### src/rtl/ztex_link_pkg.sv
// Shared constants, link FSM state encoding and result byte-order helper for the ZTEX host link.
package ztex_link_pkg;

   localparam int unsigned WORK_BYTES   = 44;
   localparam int unsigned RESULT_BYTES = 16;
   localparam int unsigned WORK_W       = WORK_BYTES * 8;
   localparam int unsigned RESULT_W     = RESULT_BYTES * 8;
   localparam int unsigned PACE_W       = 16;

   typedef enum logic [3:0] {
      StIdle, StWSetup, StWToggle, StTRst, StRStart, StRSettle, StRSample, StRToggle, StRDone
   } link_state_e;

   // Byte idx lands at bits [8*idx +: 8]; byte 0 is the first one on the wire.
   function automatic logic [RESULT_W-1:0] put_result_byte(input logic [RESULT_W-1:0] v,
                                                           input logic [3:0]          idx,
                                                           input logic [7:0]          b);
      logic [RESULT_W-1:0] r;
      r = v;
      r[{idx, 3'b000} +: 8] = b;
      return r;
   endfunction

endpackage

### src/rtl/ztex_link_pacer.sv
// Phase pacer: load a cycle count N, done is high on the N-th cycle after the load edge.
module ztex_link_pacer
   import ztex_link_pkg::*;
#(
   parameter int unsigned W = PACE_W
) (
   input  logic         clk,
   input  logic         reset_n,
   input  logic         load,
   input  logic [W-1:0] value,
   output logic         done
);

   logic [W-1:0] cnt_q;

   always_ff @(posedge clk or negedge reset_n) begin
      if (!reset_n) begin
         cnt_q <= '0;
      end else if (load) begin
         cnt_q <= value;
      end else if (cnt_q != '0) begin
         cnt_q <= cnt_q - W'(1);
      end
   end

   assign done = (cnt_q == W'(1));

endmodule

### src/rtl/ztex_host_link_master.sv
// Host end of the ZTEX byte-serial miner link: pushes 44-byte work, pulses target reset, polls
// the 16-byte result. Define HOST_LINK_READ_VERIFY_EN for double-read verification with retries.
module ztex_host_link_master
   import ztex_link_pkg::*;
#(
   parameter int unsigned DIV       = 8,
   parameter int unsigned START_CYC = 6,
   parameter int unsigned RST_CYC   = 16
) (
   input  logic                clk,
   input  logic                reset_n,
   input  logic                work_valid,
   output logic                work_ready,
   input  logic [WORK_W-1:0]   work_data,
   input  logic                poll_req,
   output logic                result_valid,
   output logic [RESULT_W-1:0] result,
   output logic                read_err,
   output logic [7:0]          link_read,
   output logic                link_rd_clk,
   output logic                link_wr_start,
   output logic                link_wr_clk,
   input  logic [7:0]          link_write,
   output logic                target_reset
);

   localparam logic [PACE_W-1:0] P_DIV    = PACE_W'(DIV);
   localparam logic [PACE_W-1:0] P_SETTLE = PACE_W'(2 * DIV);
   localparam logic [PACE_W-1:0] P_START  = PACE_W'(START_CYC);
   localparam logic [PACE_W-1:0] P_RST    = PACE_W'(RST_CYC);
   localparam logic [5:0]        LAST_W   = 6'(WORK_BYTES - 1);
   localparam logic [3:0]        LAST_R   = 4'(RESULT_BYTES - 1);

   link_state_e         state_q;
   logic [WORK_W-1:0]   sr_q;
   logic [5:0]          wcnt_q;
   logic [3:0]          rcnt_q;
   logic [RESULT_W-1:0] rbuf_q;
   logic                poll_pend_q;
   logic                go_work, go_read;
   logic                pace_load, pace_done;
   logic [PACE_W-1:0]   pace_val;

`ifdef HOST_LINK_READ_VERIFY_EN
   logic [RESULT_W-1:0] rfirst_q;
   logic                second_q;
   logic [1:0]          attempt_q;
   logic                read_err_q;
   assign read_err = read_err_q;
`else
   assign read_err = 1'b0;
`endif

   ztex_link_pacer #(.W(PACE_W)) u_pacer (
      .clk     (clk),
      .reset_n (reset_n),
      .load    (pace_load),
      .value   (pace_val),
      .done    (pace_done)
   );

   // Every state transition reloads the pacer with the length of the state being entered.
   always_comb begin
      go_work   = work_ready && work_valid;
      go_read   = work_ready && !work_valid && (poll_req || poll_pend_q);
      pace_load = pace_done;
      pace_val  = P_DIV;
      unique case (state_q)
         StIdle: begin
            pace_load = go_work || go_read;
            pace_val  = go_work ? P_DIV : P_START;
         end
         StWToggle: if (wcnt_q == LAST_W) pace_val = P_RST;
         StRStart:  pace_val = P_SETTLE;
         StRDone: begin
            pace_load = 1'b1;
            pace_val  = P_START;
         end
         default: ;
      endcase
   end

   always_ff @(posedge clk or negedge reset_n) begin
      if (!reset_n) begin
         state_q       <= StIdle;
         work_ready    <= 1'b0;
         link_read     <= '0;
         link_rd_clk   <= 1'b0;
         link_wr_start <= 1'b0;
         link_wr_clk   <= 1'b0;
         target_reset  <= 1'b1;
         result        <= '0;
         result_valid  <= 1'b0;
         sr_q          <= '0;
         wcnt_q        <= '0;
         rcnt_q        <= '0;
         rbuf_q        <= '0;
         poll_pend_q   <= 1'b0;
`ifdef HOST_LINK_READ_VERIFY_EN
         rfirst_q      <= '0;
         second_q      <= 1'b0;
         attempt_q     <= '0;
         read_err_q    <= 1'b0;
`endif
      end else begin
         result_valid <= 1'b0;
`ifdef HOST_LINK_READ_VERIFY_EN
         read_err_q   <= 1'b0;
`endif
         // Polls arriving around a work load are remembered and served once it completes.
         if (state_q inside {StIdle, StWSetup, StWToggle, StTRst}) begin
            poll_pend_q <= poll_pend_q | poll_req;
         end
         unique case (state_q)
            StIdle: begin
               work_ready <= 1'b1;
               if (go_work) begin
                  work_ready <= 1'b0;
                  sr_q       <= work_data;
                  wcnt_q     <= '0;
                  link_read  <= work_data[7:0];
                  state_q    <= StWSetup;
               end else if (go_read) begin
                  work_ready    <= 1'b0;
                  poll_pend_q   <= 1'b0;
                  rcnt_q        <= '0;
                  link_wr_start <= 1'b1;
                  state_q       <= StRStart;
               end
            end
            StWSetup: if (pace_done) begin
               link_rd_clk <= ~link_rd_clk;
               state_q     <= StWToggle;
            end
            StWToggle: if (pace_done) begin
               if (wcnt_q == LAST_W) begin
                  target_reset <= 1'b1;
                  state_q      <= StTRst;
               end else begin
                  sr_q      <= sr_q >> 8;
                  wcnt_q    <= wcnt_q + 6'd1;
                  link_read <= sr_q[15:8];
                  state_q   <= StWSetup;
               end
            end
            StTRst: if (pace_done) begin
               target_reset <= 1'b0;
               work_ready   <= 1'b1;
               state_q      <= StIdle;
            end
            StRStart: if (pace_done) begin
               link_wr_start <= 1'b0;
               state_q       <= StRSettle;
            end
            StRSettle: if (pace_done) state_q <= StRSample;
            StRSample: if (pace_done) begin
               rbuf_q      <= put_result_byte(rbuf_q, rcnt_q, link_write);
               link_wr_clk <= ~link_wr_clk;
               state_q     <= StRToggle;
            end
            StRToggle: if (pace_done) begin
               if (rcnt_q == LAST_R) begin
                  state_q <= StRDone;
               end else begin
                  rcnt_q  <= rcnt_q + 4'd1;
                  state_q <= StRSample;
               end
            end
            StRDone: begin
`ifdef HOST_LINK_READ_VERIFY_EN
               if (!second_q) begin
                  rfirst_q      <= rbuf_q;
                  second_q      <= 1'b1;
                  rcnt_q        <= '0;
                  link_wr_start <= 1'b1;
                  state_q       <= StRStart;
               end else if (rfirst_q == rbuf_q) begin
                  result       <= rbuf_q;
                  result_valid <= 1'b1;
                  second_q     <= 1'b0;
                  attempt_q    <= '0;
                  work_ready   <= 1'b1;
                  state_q      <= StIdle;
               end else if (attempt_q == 2'd2) begin
                  read_err_q <= 1'b1;
                  second_q   <= 1'b0;
                  attempt_q  <= '0;
                  work_ready <= 1'b1;
                  state_q    <= StIdle;
               end else begin
                  attempt_q     <= attempt_q + 2'd1;
                  second_q      <= 1'b0;
                  rcnt_q        <= '0;
                  link_wr_start <= 1'b1;
                  state_q       <= StRStart;
               end
`else
               result       <= rbuf_q;
               result_valid <= 1'b1;
               work_ready   <= 1'b1;
               state_q      <= StIdle;
`endif
            end
            default: state_q <= StIdle;
         endcase
      end
   end

endmodule
### config.mk
export PLATFORM = sky130hd
export DESIGN_NAME = ztex_host_link_master
export DESIGN_NICKNAME = d
export VERILOG_FILES = /design/src/rtl/ztex_link_pkg.sv /design/src/rtl/ztex_link_pacer.sv /design/src/rtl/ztex_host_link_master.sv
export SDC_FILE = /design/constraint.sdc
export NUM_CORES = 1
export LEC_CHECK = 0
export CAP_MARGIN = 20
export CORE_AREA = 2 2 235 295
export DETAILED_ROUTE_END_ITERATION = 8
export DIE_AREA = 0 0 237 297
export SLEW_MARGIN = 20
export SYNTH_ARGS = -nofsm -noshare
export SYNTH_HDL_FRONTEND = slang
export SYNTH_SLANG_ARGS = --single-unit
export TNS_END_PERCENT = 20
### constraint.sdc
create_clock -name clk -period 6.9 [get_ports clk]
set_clock_uncertainty 0.2 [all_clocks]
set_input_delay 1.38 -clock clk [delete_from_list [all_inputs] [get_ports clk]]
set_output_delay 1.38 -clock clk [all_outputs]
set_load 0.01 [all_outputs]
==> results of run 1 <==
## power groups by stage
| stage | sequential, uW | combinational (uW) | clock (uW) |
|---|---|---|---|
| 6_report | 3790 | 331 | 3900 |
| 5_1_grt | 3790 | 358 | 4150 |
| 4_1_cts | 3790 | 339 | 3990 |
| 3_5_place_dp | 3860 | 336 | 0 |
| 3_3_place_gp | 3860 | 334 | 0 |
| 2_1_floorplan | 3860 | 11.6 | 0 |
## metal layers
metal  routed length [microns]  global-route usage [%]  part of all wire, %
met4                      2761                   9.042                  3.3
met3                      7966                   8.556                  9.5
met2                     40370                   38.72                   48
met1                     32660                   28.19                   39
met5                       134                       0                 0.16
## layout make-up
cell class	count	area share, %
Inverter	10	0.1073
Multi-Input combinational cell	1552	28.31
Tap cell	872	3.120
Antenna cell	19	0.1360
Timing Repair Buffer	534	15.28
Clock inverter	29	1.041
Sequential cell	645	46.16
Clock buffer	97	5.846
## worst paths after layout
| check | depth (start not counted) | slack (ns) | endpoint |
|---|---|---|---|
| max | 9 | 2.46 | sr_q[251]$_DFFE_PN0P_ |
| min | 1 | 0.28 | link_wr_clk$_DFFE_PN0P_ |
| max reg2reg | 9 | 2.46 | sr_q[251]$_DFFE_PN0P_ |
| min reg2reg | 1 | 0.28 | link_wr_clk$_DFFE_PN0P_ |
| max in group asynchronous | 2 | 4.53 | rbuf_q[46]$_DFFE_PN0P_ |
| min in group asynchronous | 1 | 0.52 | sr_q[72]$_DFFE_PN0P_ |
## critical path: cells and delay by family, from the launching register on
kind / cells / cell delay (ns)
buf+inv: 3 / 1.66
simple gates: 4 / 1.57
flops: 1 / 0.36
compound gates: 1 / 0.22
fa+ha+maj: 1 / 0.17
## cells in the final DEF, fill, tap and decap left out, types with 11 or more instances in the layout
master and count:
dfrtp_1 644, clkdlybuf4s50_1 504, nor2_1 377, a21oi_1 354
o22ai_1 344, mux2_2 253, clkbuf_16 71, nand2_1 23
buf_4 23, diode_2 19, nor2b_1 18, clkbuf_8 17
clkinv_2 15, xnor2_1 14, nor3_1 11
## sequential cells by signal (all words and copies together), names as in the netlist
| signal | count |
|---|---|
| link_wr_clk | 1 |
| result_valid | 1 |
| sr_q | 345 |
| state_q | 4 |
| link_wr_start | 1 |
| rbuf_q | 128 |
| link_read | 7 |
| target_reset | 1 |
| work_ready | 1 |
| u_pacer.cnt_q | 16 |
| result | 128 |
| poll_pend_q | 1 |
| rcnt_q | 4 |
| wcnt_q | 6 |
| link_rd_clk | 1 |
## cells by family after synthesis
group,after synthesis,synth area share (%)
DFF,645,60.08
muxes,264,11.16
and+or+nand+nor,511,8.439
adders and majority gates,7,0.3260
AOI/OAI and AO/OA,750,16.06
buffers and inverters,207,3.293
other,1,0.01396
xor gates and xnor gates,19,0.6194
## metrics by stage
step | hold slack, ns | setup WS (ns)
after floorplan | 0.2666 | 4.021
after global placement | 0.2709 | 2.551
after detailed placement | 0.2749 | 2.478
after CTS | 0.2842 | 2.534
after global routing | 0.3034 | 2.125
final | 0.2809 | 2.456
==> flow_metrics.tcl, run 1 <==
set metrics [dict create \
    ys_ff_latch 645 \
    p_sw_uw 1725 \
    antenna_found_initial 29 \
    p_total_uw 8021 \
    rsz0062_at_grt "no" \
    overflow 0 \
    grt_usage_pct 23.55 \
    fp.dieW_microns 237 \
    pin_count 507 \
    end_kind "register" \
    die_h_microns 297 \
    power.leakage_uw 0.01600 \
    cp_slowest_cell "buf_4" \
    cts_buffers 70 \
    stdcell_area_sq_mm 0.03497 \
    cts_root_buf "clkbuf_16" \
    synth_edf_count 0 \
    ant_nets 0 \
    synthTopCellsByArea "dfrtp_1, mux2_2, o22ai_1" \
    die_area_sq_mm 0.07039 \
    slew_headroom_pct 22.20 \
    std_cell_rows 107 \
    max-cap-violations 0 \
    swShare_pct 21.51 \
    coreArea_sq_mm 0.06761 \
    finalCoreUtilization_pct 51.73 \
    cp.arrival_ns 4.78 \
    drtPass1Iterations 6 \
    drc_errors 0 \
    hp-class "reg -> reg" \
    critical_path.max_fanout 99 \
    via_per_inst 5.510 \
    fillers 5933 \
    dp_cells 3613 \
    dp_hpwl_microns 56270 \
    multi_input_area_sq_mm 0.009901 \
    seqCellArea_sq_mm 0.01614 \
    ys_seq_area_share_pct 60.08 \
    cp_common_cell "buf_4" \
    cts_buffer_depth 3 \
    wl_per_cell_microns 22.32 \
    path_clk_slew_ns 0.06 \
    grt_pass1_vias 21330 \
    yosysMostFrequentCell "dfrtp_1" \
    synth_common_cells "dfrtp_1, nor2_1, a21oi_1, o22ai_1, mux2_2" \
    drive_above_1_share_pct 15.07 \
    cts_tree "built" \
    fin_nets 3184 \
    syn_nets 2775 \
    hold_violations 0 \
    port_buffers 505 \
    crit_chain "inv_1 -> ha_1 -> nor2b_1 -> nand4_1 -> or3_4 -> buf_4 -> buf_4 -> o22ai_1 -> nor2_1" \
    first_iter_violations 1501 \
    cts_hold_buf 0 \
    synth_top_area_share_pct 59.99 \
    power_frac_seq_pct 47.3 \
    ys_types 62 \
    vdd_drop_max_mv 0.2024 \
    synth_area_leader_cell "dfrtp_1" \
    setup_viol 0 \
    vias 20710 \
    ys_warn_count 0 \
    wl_microns 83890 \
    async_flop_share_pct 100.0 \
    start_kind "register" \
    gp_congestion 0.8721 \
    grt_max_degree 222 \
    cpPeakStageDelay_ns 0.90 \
    min_period_ns 4.444 \
    initial_core_util_pct 39.74 \
    stdcell_count 3758 \
    setup_tns_ns 0 \
    ctsResizeCount 0 \
    outcome "finished clean" \
    drv_slew 0 \
    placed_area_sq_mm 0.03250 \
    fmax_mhz 225.0 \
    fin_crit_sh_pct 64.40 \
    cp-startpoint "u_pacer.cnt_q[1]$_DFFE_PN0P_" \
    clock_sinks 645 \
    syn_inst 2404 \
    syn-cell-area_sq_mm 0.02687 \
    yosys_most_used_dff "dfrtp_1" \
    p_int_uw 6296 \
    rr_startpoint "u_pacer.cnt_q[1]$_DFFE_PN0P_" \
    area_growth_pct 30.17 \
    clk_latency_ns 0.62 \
    max_slew.worst_pin.slew_ns 1.167 \
    comb_power_share_pct 4.1 \
    cellPowerDensity_mw_per_mm2 229.4 \
    p_clk_share_pct 48.6 \
    path_class "reg -> reg" \
    crit_required_ns 7.24 \
    grt_pass1_wl_microns 128800 \
    avgSynthCellArea_sq_um 11.18 \
    post_cts_buffers 0 \
    min-delay-start "link_wr_clk$_DFFE_PN0P_" \
    h-tree-depth 3 \
]
Power figures use the tool's default switching activity.
==> run 2: changes to the inputs <==
- PLACE_DENSITY: default -> 0.66
- clock period: 6.9 -> 3.6 ns (I/O delays scaled with it)
==> flow_metrics.tcl, run 2 (synthesis gave the netlist of run 1 again) <==
set metrics [dict create \
    grt_use_met2_pct 38.63 \
    ant_nets 0 \
    pin_count 507 \
    fmax_mhz 301.8 \
    setup_tns_ns 0 \
    whs_ns 0.2814 \
    ff2ff_path_depth 7 \
    via_per_inst 5.619 \
    largest_reg_flops 345 \
    overflow 0 \
    wl_per_cell_microns 22.45 \
    busiest_layer "met2" \
    antenna_found_initial 21 \
    end_kind "register" \
    gp_congestion 0.9005 \
    placed_area_sq_mm 0.03282 \
    hold_violations 0 \
    initial_core_util_pct 39.74 \
    gr-usage-met1_pct 29.63 \
    stdcell_area_sq_mm 0.03540 \
    regMostFlops "sr_q" \
    layout_commonest_cell "dfrtp_1" \
    grt_max_degree 176 \
    clock_sinks 645 \
    rr_startpoint "u_pacer.cnt_q[6]$_DFFE_PN0P_" \
    cts_tree "built" \
    coreArea_sq_mm 0.06761 \
    grt_pass1_vias 21510 \
    max-cap-violations 0 \
    fin_nets 3207 \
    clk_latency_ns 0.60 \
    crit_required_ns 3.88 \
    max_slew.worst_pin.slew_ns 0.9788 \
    p_clk_share_pct 49.8 \
    fillers 5880 \
    cellPowerDensity_mw_per_mm2 446.8 \
    outcome "finished clean" \
    grtUsageMet3_pct 7.108 \
    p_total_uw 15820 \
    area_growth_pct 31.77 \
    worstSetupEndpoint "sr_q[258]$_DFFE_PN0P_" \
    min_period_ns 3.314 \
    crit_chain "nor4_4 -> nand4_1 -> buf_4 -> or3_4 -> buf_12 -> o22ai_1 -> nor2_1" \
    power.leakage_uw 0.01621 \
    cpPeakStageDelay_ns 0.51 \
    dp_hpwl_microns 57290 \
    cts_buffers 69 \
    ctsResizeCount 0 \
    drc_errors 0 \
    h-tree-depth 3 \
    fp.dieW_microns 237 \
    die_area_sq_mm 0.07039 \
    p_int_uw 12490 \
    drive_above_1_share_pct 15.78 \
    start_kind "register" \
    mostFrequentLayoutCells "dfrtp_1, clkdlybuf4s50_1, nor2_1" \
    finalCoreUtilization_pct 52.36 \
    drtPass1Iterations 5 \
    cts_root_buf "clkbuf_16" \
    crit_cells 7 \
    rr_endpoint "sr_q[258]$_DFFE_PN0P_" \
    cp-startpoint "u_pacer.cnt_q[6]$_DFFE_PN0P_" \
    cts_buffer_depth 3 \
    swShare_pct 21.03 \
    std_cell_rows 107 \
    critical_path.max_fanout 175 \
    p_sw_uw 3326 \
    fin_crit_sh_pct 92.05 \
    drv_slew 0 \
    cp.arrival_ns 3.59 \
    cp_slowest_cell "nor4_4" \
    port_buffers 505 \
    grt_pass1_wl_microns 129500 \
    power_frac_seq_pct 46.0 \
    die_h_microns 297 \
    critPathTopFamily "simple AND/OR/NAND/NOR gates" \
    hp-class "reg -> reg" \
    setup_viol 0 \
    regToRegSetupSlack_ns 0.29 \
    grt_usage_pct 23.57 \
    comb_power_share_pct 4.2 \
    path_class "reg -> reg" \
    wl_microns 84730 \
    vias 21210 \
    first_iter_violations 1613 \
    path_clk_slew_ns 0.06 \
    vdd_drop_max_mv 0.3264 \
    reg.largest.list "sr_q (345), rbuf_q (128), result (128)" \
    slew_headroom_pct 34.74 \
    rsz0062_at_grt "no" \
    cp_num_buf_inv 2 \
]
run 2: cell count changes in the layout (fill, tap and decap cells not counted), moves of 2 or more:
| cell | before | now |
|---|---|---|
| clkbuf_1 | 9 | 6 |
| clkinv_8 | 4 | 1 |
| diode_2 | 19 | 13 |
| clkinvlp_4 | 2 | 4 |
| inv_6 | 1 | 3 |
| clkinv_2 | 15 | 6 |
| bufinv_16 | 6 | 12 |
| clkbuf_8 | 17 | 19 |
| buf_4 | 23 | 35 |
| buf_12 | 5 | 17 |
| clkinv_4 | 0 | 2 |
run 2: routing by layer:
metal / vias to the layer above / part of all wire, %
met5: - / 0.14
met2: 790 / 48
met1: 10630 / 40
met3: 144 / 8.8
met4: 18 / 3.0
li1: 9622 / -
run 2: power by group through the flow:
stage,Sequential [uW],Clock [uW],Combinational [uW]
after floorplan,7400,0,22.3
after global placement,7400,0,668
after detailed placement,7400,0,669
after CTS,7270,8060,678
after global routing,7260,8360,714
final,7270,7880,666
run 2: worst min path at each step:
stage,startpoint,end,slack [ns],cells after the start
floorplan,reset_n,link_rd_clk$_DFFE_PN0P_,0.22,0
global placement,link_rd_clk$_DFFE_PN0P_,link_rd_clk$_DFFE_PN0P_,0.27,1
detailed placement,link_rd_clk$_DFFE_PN0P_,link_rd_clk$_DFFE_PN0P_,0.27,1
CTS,link_rd_clk$_DFFE_PN0P_,link_rd_clk$_DFFE_PN0P_,0.28,1
global route,link_rd_clk$_DFFE_PN0P_,link_rd_clk$_DFFE_PN0P_,0.29,1
finish,link_rd_clk$_DFFE_PN0P_,link_rd_clk$_DFFE_PN0P_,0.28,1
run 2: metrics by stage:
| stage | instances | setup WS, ns |
|---|---|---|
| 2_1_floorplan | 2404 | 0.7207 |
| 4_1_cts | 3761 | 0.4501 |
| 3_5_place_dp | 3636 | 0.3546 |
| 6_report | 3774 | 0.2863 |
| 5_1_grt | 3770 | 0.2701 |
| 3_3_place_gp | 3636 | 0.4641 |
run 2: cell type report:
| type | count | area (sq um) | area share (%) |
|---|---|---|---|
| flip-flops and latches | 645 | 16140 | 45.60 |
| multi-input cells | 1552 | 9888 | 27.93 |
| repair buffers | 558 | 5673 | 16.03 |
| clock buffers | 95 | 2036 | 5.751 |
| well taps | 872 | 1091 | 3.082 |
| clock inverters | 29 | 500.5 | 1.414 |
| inverters | 10 | 37.54 | 0.1060 |
| diodes | 13 | 32.53 | 0.09190 |
run 2: repair_timing:
item,in CTS,in global routing
endpoints found under the hold margin,63,0
hold buffers,1,0
endpoints found under the setup margin,0,0
buffers inserted,0,0
==> run 3: changes to the inputs <==
--- a/config.mk
+++ b/config.mk
@@ -7,7 +7,7 @@
 export LEC_CHECK = 0
+export ABC_AREA = 1
 export CAP_MARGIN = 20
-export CORE_AREA = 2 2 235 295
+export CORE_AREA = 2 2 283 355
 export DETAILED_ROUTE_END_ITERATION = 8
-export DIE_AREA = 0 0 237 297
-export PLACE_DENSITY = 0.66
+export DIE_AREA = 0 0 285 357
 export SLEW_MARGIN = 20
==> constraint.sdc (replaced) <==
create_clock -name clk -period 3.6 [get_ports clk]
set_clock_uncertainty 0.2 [all_clocks]
set_input_delay 0.36 -clock clk [delete_from_list [all_inputs] [get_ports clk]]
set_output_delay 0.36 -clock clk [all_outputs]
set_load 0.01 [all_outputs]
==> flow_metrics.tcl, run 3 <==
set metrics [dict create \
    wl_microns 94050 \
    path_class "reg -> reg" \
    clock_sinks 645 \
    fin_nets 4511 \
    stdcell_count 5512 \
    cts_buffer_depth 3 \
    p_clk_share_pct 28.1 \
    dp_cells 5375 \
    coreArea_sq_mm 0.09846 \
    avgSynthCellArea_sq_um 7.943 \
    seqCellArea_sq_mm 0.01614 \
    start_kind "register" \
    layout_commonest_cell "nand2_1" \
    cp_slowest_cell "nor3_1" \
    antenna_found_initial 8 \
    min_period_ns 3.049 \
    outcome "finished clean" \
    synth_area_leader_cell "dfrtp_1" \
    stdcell_area_sq_mm 0.03831 \
    vias 25320 \
    drive_above_1_share_pct 5.671 \
    first_iter_violations 1820 \
    critical_path.max_fanout 23 \
    grt_usage_pct 18.19 \
    multi_input_area_sq_mm 0.01048 \
    std_cell_rows 129 \
    setup_tns_ns 0 \
    cts_root_buf "clkbuf_16" \
    post_cts_buffers 0 \
    grt_max_degree 147 \
    die_area_sq_mm 0.1017 \
    slew_headroom_pct 36.71 \
    ys_seq_area_share_pct 54.91 \
    synth_top_area_share_pct 54.82 \
    clk_latency_ns 0.61 \
    drv_slew 0 \
    yosys_most_used_dff "dfrtp_1" \
    hp-class "in -> reg" \
    cpPeakStageDelay_ns 0.66 \
    cts_tree "built" \
    swShare_pct 37.35 \
    cts_buffers 72 \
    setup_viol 0 \
    synthTopCellsByArea "dfrtp_1, nand2_1, o21ai_1" \
    whs_ns 0.1597 \
    cellPowerDensity_mw_per_mm2 702.0 \
    crit_required_ns 3.91 \
    ys_warn_count 0 \
    grt_pass1_vias 24740 \
    overflow 0 \
    syn_inst 3701 \
    mostFrequentLayoutCells "nand2_1, dfrtp_1, clkdlybuf4s50_1" \
    ys_ff_latch 645 \
    rsz0062_at_grt "no" \
    ys_types 32 \
    largest_reg_flops 345 \
    fmax_mhz 328.0 \
    path_clk_slew_ns 0.06 \
    regMostFlops "sr_q" \
    syn-cell-area_sq_mm 0.02940 \
    hold_violations 0 \
    async_flop_share_pct 100.0 \
    wl_per_cell_microns 17.06 \
    comb_power_share_pct 34.4 \
    end_kind "register" \
    area_growth_pct 30.33 \
    dp_hpwl_microns 67430 \
    drtPass1Iterations 7 \
    gp_congestion 0.8427 \
    vdd_drop_max_mv 0.3462 \
    placed_area_sq_mm 0.03587 \
    h-tree-depth 3 \
    die_h_microns 357 \
    syn_nets 4072 \
    initial_core_util_pct 29.86 \
    power_frac_seq_pct 37.5 \
    cp.arrival_ns 3.36 \
    finalCoreUtilization_pct 38.91 \
    p_sw_uw 10050 \
    power.leakage_uw 0.01839 \
    max_slew.worst_pin.slew_ns 0.9494 \
    crit_chain "inv_1 -> ha_1 -> clkinv_1 -> nor3_1 -> nand2_1 -> o21ai_1" \
    fin_crit_sh_pct 84.70 \
    synth_common_cells "nand2_1, dfrtp_1, inv_1, o21ai_1, o21ai_0" \
    max-cap-violations 0 \
    grt_pass1_wl_microns 145400 \
    p_int_uw 16850 \
    port_buffers 505 \
    synth_edf_count 0 \
    fillers 10040 \
    pin_count 507 \
    ant_nets 0 \
    yosysMostFrequentCell "nand2_1" \
    reg.largest.list "sr_q (345), rbuf_q (128), result (128)" \
    fp.dieW_microns 285 \
    drc_errors 0 \
    via_per_inst 4.593 \
]
-- run 3: changes by cell type after synthesis, moves of 343 or more --
cell	previous run	this run
a21oi_1	354	6
inv_1	10	430
nand2_1	23	1341
o21ai_0	7	410
o21ai_1	1	419
o22ai_1	344	1
-- run 3: cells by family after synthesis --
kind of cell | after synthesis | share of synthesized area (%)
AND/OR/NAND/NOR | 1529 | 20.57
other | 1 | 0.01276
XOR/XNOR | 16 | 0.4767
flip-flops | 645 | 54.91
AO/OA/AOI/OAI | 837 | 14.27
buffers and inverters | 666 | 9.466
adder cells (fa/ha/maj) | 7 | 0.2979
-- run 3: per-layer routing --
layer	part of all wire, %	global-route usage (%)
met5	0.055	0
met4	3.3	6.565
met3	5.8	3.099
met2	46	29.64
met1	45	24.38
-- run 3: power groups by stage --
| stage | combinational [uW] | clock [uW] | sequential (uW) |
|---|---|---|---|
| finish | 9250 | 7550 | 10100 |
| global route | 10600 | 8050 | 10300 |
| CTS | 9390 | 7750 | 10100 |
| detailed placement | 9310 | 0 | 10200 |
| global placement | 9160 | 0 | 10200 |
| floorplan | 6620 | 0 | 10100 |
-- run 3: timing repair --
item | in CTS | in global routing
hold endpoints to repair | 52 | 0
hold buffers | 1 | 0
resized for setup | 0 | 0
-- run 3: path summary, 6_finish.rpt --
| path | from | end | slack (ns) | cells after the start |
|---|---|---|---|---|
| max | rcnt_q[0]$_DFFE_PN0P_ | rbuf_q[44]$_DFFE_PN0P_ | 0.55 | 6 |
| min | work_data[351] | sr_q[351]$_DFFE_PN0P_ | 0.16 | 3 |
| max reg2reg | rcnt_q[0]$_DFFE_PN0P_ | rbuf_q[44]$_DFFE_PN0P_ | 0.55 | 6 |
| min reg2reg | rbuf_q[8]$_DFFE_PN0P_ | result[8]$_DFFE_PN0P_ | 0.27 | 2 |
| max in group asynchronous | reset_n | sr_q[288]$_DFFE_PN0P_ | 1.92 | 4 |
| min in group asynchronous | reset_n | sr_q[154]$_DFFE_PN0P_ | 0.18 | 2 |
-- run 3: final cells by class --
type                       count  share of cell area [%]
antenna                        5                 0.03266
clock buffer                  94                   5.180
clock inverter                37                   1.127
inverter                     441                   4.363
multi-input combinational   2390                   27.35
sequential                   645                   42.13
tap                         1310                   4.278
timing repair buffer         590                   15.53
-- run 3: stage by stage --
stage	setup slack (ns)	power (uW)
after global routing	0.3401	28950
after floorplan	0.9139	16680
after CTS	0.5819	27230
after global placement	0.6962	19320
after detailed placement	0.5741	19530
final	0.5510	26900
-- run 3: worst max-delay path: cells and delay by family (launching register included) --
kind | cells | cell delay, ns
buffers and inverters | 2 | 0.79
and+or+nand+nor | 2 | 0.89
adders and majority gates | 1 | 0.46
DFF | 1 | 0.43
AOI/OAI and AO/OA | 1 | 0.18
